$ cat config.mk
export PLATFORM = sky130hd
export DESIGN_NAME = bcd_event_counter
export DESIGN_NICKNAME = d
export VERILOG_FILES = /design/src/rtl/bcd_event_counter.sv
export SDC_FILE = /design/constraint.sdc
export NUM_CORES = 1
export LEC_CHECK = 0
export ABC_AREA = 1
export CAP_MARGIN = 25
export CORE_MARGIN = 8
export CORE_UTILIZATION = 43
export CTS_CLUSTER_DIAMETER = 200
export DETAILED_ROUTE_END_ITERATION = 12
export MAX_ROUTING_LAYER = met4
export PLACE_DENSITY = 0.71
export SYNTH_ARGS = -nofsm -noshare
export SYNTH_HDL_FRONTEND = slang
export SYNTH_SLANG_ARGS = --single-unit
$ cat constraint.sdc
create_clock -name clk -period 1.4 [get_ports clk]
set_clock_uncertainty 0.05 [all_clocks]
set_input_delay 0.14 -clock clk [delete_from_list [all_inputs] [get_ports clk]]
set_output_delay 0.14 -clock clk [all_outputs]
set_load 0.02 [all_outputs]
$ cat src/rtl/bcd_event_counter.sv
`default_nettype none
// ============================================================================
//  Module      : bcd_event_counter
//  Description : Synchronous cascade of DIGITS modulo-RADIX digits that counts
//                falling edges of an asynchronous event input. Supports
//                up/down counting, count enable, synchronous parallel load with
//                illegal-digit flagging, a registered whole-counter
//                carry/borrow pulse and a combinational terminal-count flag.
//  Revision    : 1.0  initial release
// ----------------------------------------------------------------------------
//  Ports
//    clk       in   system clock, rising edge
//    rst_n     in   asynchronous active-low reset
//    x         in   asynchronous event input, one count per falling edge
//    en        in   count enable, events seen while low are discarded
//    up        in   direction, 1 = increment, 0 = decrement
//    load      in   synchronous parallel load strobe (highest priority)
//    din       in   load value, digit i at din[i*W +: W], digit 0 is LSD
//    q         out  current count, same packing as din
//    z         out  registered one-clock carry/borrow pulse on full wrap
//    tc        out  terminal count for the current direction (combinational)
//    load_err  out  registered one-clock pulse, din held a digit >= RADIX
// ============================================================================
module bcd_event_counter #(
  parameter  int DIGITS = 2,
  parameter  int RADIX  = 10,
  localparam int W      = $clog2(RADIX)
) (
  input  logic                clk,
  input  logic                rst_n,
  input  logic                x,
  input  logic                en,
  input  logic                up,
  input  logic                load,
  input  logic [DIGITS*W-1:0] din,
  output logic [DIGITS*W-1:0] q,
  output logic                z,
  output logic                tc,
  output logic                load_err
);

  localparam logic [W-1:0] C_MAX  = W'(RADIX - 1);
  localparam logic [W-1:0] C_ZERO = '0;
  localparam logic [W-1:0] C_ONE  = W'(1);

  // --------------------------------------------------------------------------
  // Event input path: two-flop synchroniser plus a delay flop for edge
  // detection. All three reset to 0 so a high x at reset release is seen as a
  // rising edge (ignored), never as a false falling edge.
  // --------------------------------------------------------------------------
  logic r_xs1;
  logic r_xs2;
  logic r_xd;
  logic w_ev;

  always_ff @(posedge clk or negedge rst_n) begin
    if (!rst_n) begin
      r_xs1 <= 1'b0;
      r_xs2 <= 1'b0;
      r_xd  <= 1'b0;
    end else begin
      r_xs1 <= x;
      r_xs2 <= r_xs1;
      r_xd  <= r_xs2;
    end
  end

  assign w_ev = r_xd & ~r_xs2;

  // --------------------------------------------------------------------------
  // Per-digit decode and next-value generation.
  // --------------------------------------------------------------------------
  logic [DIGITS*W-1:0] r_q;
  logic [DIGITS*W-1:0] w_cnt_q;    // count result in the current direction
  logic [DIGITS*W-1:0] w_load_q;   // din with illegal digits forced to 0
  logic [DIGITS-1:0]   w_is_max;
  logic [DIGITS-1:0]   w_is_zero;
  logic [DIGITS-1:0]   w_lo_max;   // all digits below i are at RADIX-1
  logic [DIGITS-1:0]   w_lo_zero;  // all digits below i are at 0
  logic [DIGITS-1:0]   w_din_bad;

  genvar gi;
  generate
    for (gi = 0; gi < DIGITS; gi++) begin : g_digit
      logic [W-1:0] w_dig;
      logic [W-1:0] w_din_dig;
      logic [W-1:0] w_inc;
      logic [W-1:0] w_dec;

      assign w_dig     = r_q[gi*W +: W];
      assign w_din_dig = din[gi*W +: W];

      assign w_is_max[gi]  = (w_dig == C_MAX);
      assign w_is_zero[gi] = (w_dig == C_ZERO);

      // Each wrap is explicit so a value outside 0..RADIX-1 is never formed,
      // even when RADIX is not a power of two.
      assign w_inc = w_is_max[gi]  ? C_ZERO : (w_dig + C_ONE);
      assign w_dec = w_is_zero[gi] ? C_MAX  : (w_dig - C_ONE);

      // Ripple-free enable: each digit looks at all lower digits directly
      // rather than chaining through its neighbour's enable.
      if (gi == 0) begin : g_lsd
        assign w_lo_max[gi]  = 1'b1;
        assign w_lo_zero[gi] = 1'b1;
      end else begin : g_upper
        assign w_lo_max[gi]  = &w_is_max[gi-1:0];
        assign w_lo_zero[gi] = &w_is_zero[gi-1:0];
      end

      always_comb begin
        w_cnt_q[gi*W +: W] = w_dig;
        if (up) begin
          if (w_lo_max[gi]) begin
            w_cnt_q[gi*W +: W] = w_inc;
          end
        end else begin
          if (w_lo_zero[gi]) begin
            w_cnt_q[gi*W +: W] = w_dec;
          end
        end
      end

      assign w_din_bad[gi]       = (w_din_dig > C_MAX);
      assign w_load_q[gi*W +: W] = w_din_bad[gi] ? C_ZERO : w_din_dig;
    end
  endgenerate

  logic w_all_max;
  logic w_all_zero;
  logic w_count;
  logic w_wrap;

  assign w_all_max  = &w_is_max;
  assign w_all_zero = &w_is_zero;

  // Load wins over a coincident event, which is then dropped.
  assign w_count = w_ev & en & ~load;

  // Whole-counter wrap on this edge in the direction being sampled now.
  assign w_wrap  = w_count & (up ? w_all_max : w_all_zero);

  // --------------------------------------------------------------------------
  // State registers.
  // --------------------------------------------------------------------------
  always_ff @(posedge clk or negedge rst_n) begin
    if (!rst_n) begin
      r_q <= '0;
    end else if (load) begin
      r_q <= w_load_q;
    end else if (w_count) begin
      r_q <= w_cnt_q;
    end
  end

  logic r_z;
  logic r_load_err;

  always_ff @(posedge clk or negedge rst_n) begin
    if (!rst_n) begin
      r_z        <= 1'b0;
      r_load_err <= 1'b0;
    end else begin
      r_z        <= w_wrap;
      r_load_err <= load & (|w_din_bad);
    end
  end

  // --------------------------------------------------------------------------
  // Outputs.
  // --------------------------------------------------------------------------
  assign q        = r_q;
  assign z        = r_z;
  assign load_err = r_load_err;
  assign tc       = up ? w_all_max : w_all_zero;

endmodule
`default_nettype wire

==> results.ini <==
[outcome]
outcome = finished with violations
violations = setup timing

[placed_design]
placed_area_um2 = 1440
port_buffers = 24
gp_congestion = 0.9438
place_inst = 225
dp_slack_ns = -0.3098
dpl.hpwl_um = 2377

[route]
ant_nets = 0
wl_um = 2936
drcViolationCount = 0
drtIter0Drc = 49
via_count = 1147
avgViaCountPerCell = 4.902
wire_per_inst_um = 12.55
drt-pass1-iter-count = 4

[layout]
fill_cells = 182
final_cell_count_no_fill = 234
syn2layout_area_growth_pct = 56.48
antenna_cells = 0
final_area_um2 = 1511
nets = 221
drive_above_1_share_pct = 30.10
multi_input_area_um2 = 566.8
seqCellArea_um2 = 326.6

[power]
power_density_nw_per_um2 = 1085
peakVddDrop_v = 0.0007811
p_leak_nw = 0.8254

[grt]
grt_pass1_vias = 1050
grt_max_degree = 14
grt_overflow = 0
grt_usage_pct = 14.49
grt_pass1_wl_um = 4747
antenna_found_initial = 0

[clocking]
hold_buffers = 0
cts_root_buffer = clkbuf_4
insertion_delay_ns = 0.27
cts.reportedPaths.clkPinSlew_ns = 0.08
cts_buffers = 3
cts_tree = done
cts.htree.levels = 1
cts_buffer_depth = 2
clkSinkCount = 13

[timing]
worst_slack_ns = -0.1253
maxSlewViolCount = 0
hold_violations = 0
fin_crit_ns = 1.525
maxSlewHeadroom_pct = 78.08
worst_pin_slew_ns = 0.3254
rsz0062_at_grt = true
fin_crit_sh_pct = 108.9
finalSetupViolations = 1
max_freq_ghz = 0.6556

[synth]
synthTopCellsByCount = nand2_1, nand3_1, dfrtp_1
yosysTopAreaCell = dfrtp_1
ys_async_sr_fraction_pct = 100.0
yosysWarnings = 0
syn_inst = 146
synth_edf_count = 0
syn_area_um2 = 965.9
postSynthNetCount = 160
synthTopCellsByArea = dfrtp_1, nand2_1, nand3_1
synth_top_area_share_pct = 33.68
avgSynthCellArea_um2 = 6.616
synth.distinct_cells = 21
synth-seq-area-share_pct = 33.68
ys_ff_latch = 13
yosysMostFrequentCell = nand2_1
yosys_most_used_dff = dfrtp_1

[floorplan]
rows = 17
die_width_um = 63.40
die_area_um2 = 4019
start_util_pct = 44.52
die_y_um = 63.40
core_um2 = 2170
io_pins = 25

[critical_path]
cp-start-kind = flip-flop
crit_path_end_kind = primary output
path_class = flip-flop to primary output
critical_path_arrival_ns = 1.34
required_ns = 1.21
cp_max_fo = 3

[hold_path]
hold_class = primary input to async pin

[run]
max_cap_viol_count = 0

-- worst max-delay path: stages (launching register included) --
cell,delay (ns)
dfrtp_1,0.42
inv_1,0.09
nand2_1,0.08
nor2_2,0.14
nand3_1,0.12
nand2_1,0.10
buf_6,0.12
-- cell families after synthesis --
group                  count (synthesis)  share of synthesized area (%)
DFF                                   13                          33.68
AOI/OAI and AO/OA                      9                          5.571
and+or+nand+nor                      103                          51.55
buffers and inverters                 21                          9.197
-- path summary, 6_finish.rpt --
kind                         end  cells past startpoint  start  slack, ns
setup reg to reg               z                      6   q[6]       0.08
hold / removal              q[1]                      2  rst_n       0.11
hold reg to reg            r_xs2                      0  r_xs1       0.31
max in group asynchronous   q[4]                      2  rst_n       1.02
setup / recovery              tc                      6   q[6]      -0.13
min in group clk           r_xs1                      1      x       0.26
-- what timing repair did --
item,4_1_cts,5_1_grt
setup endpoints to repair,10,6
pin swaps,0,4
gates resized for setup,17,6
buffers inserted,1,4
-- area by class of cell --
| cell class | count | share of cell area [%] |
|---|---|---|
| clock buffers | 4 | 1.738 |
| inverters | 20 | 5.132 |
| multi-input cells | 112 | 37.50 |
| flip-flops and latches | 13 | 21.61 |
| well taps | 28 | 2.318 |
| repair buffers | 57 | 31.71 |
-- per-layer routing --
layer	vias up	track usage (%)	share of wire, %
met5	-	-	0
met4	0	3.343	0.65
met3	2	2.473	4.6
met2	36	23.83	47
met1	523	18.02	47
li1	586	-	-
-- cell usage in the layout, fill, tap and decap left out, types with 2 or more instances in the layout --
| cell type | synthesis | layout |
|---|---|---|
| nand2_2 | 4 | 4 |
| inv_1 | 12 | 12 |
| a21oi_1 | 2 | 2 |
| nand2_1 | 55 | 55 |
| o21ai_0 | 4 | 4 |
| inv_2 | 7 | 7 |
| nand3b_1 | 2 | 2 |
| nor2_2 | 1 | 5 |
| buf_4 | 0 | 34 |
| dfrtp_1 | 13 | 12 |
| nand4_1 | 5 | 5 |
| dlygate4sd2_1 | 0 | 8 |
| nor2_1 | 12 | 8 |
| nand3_1 | 20 | 19 |
| clkbuf_4 | 0 | 3 |
| clkdlybuf4s50_1 | 0 | 13 |
-- sequential cells by signal, indices dropped and copies added, names as in the netlist --
register and count:
z 1, q 8, r_xd 1, load_err 1
r_xs1 1, r_xs2 1
-- stage by stage --
step	util [%]	hold slack (ns)	power, mW	TNS (ns)
6_report	69.67	0.1140	1.640	-0.1253
5_1_grt	69.67	0.1334	1.746	-0.2157
4_1_cts	67.59	0.1180	1.578	-0.1065
3_5_place_dp	66.38	0.2865	1.372	-1.009
3_3_place_gp	66.38	0.2938	1.360	-0.8978
2_1_floorplan	-	-0.2056	0.9273	0
-- power breakdown --
part           switching, mW  internal (mW)
clock network          0.113          0.110
registers             0.0583          0.433
logic                  0.492          0.433
total                  0.664          0.976
No activity file was read; power rests on OpenSTA's default activity.
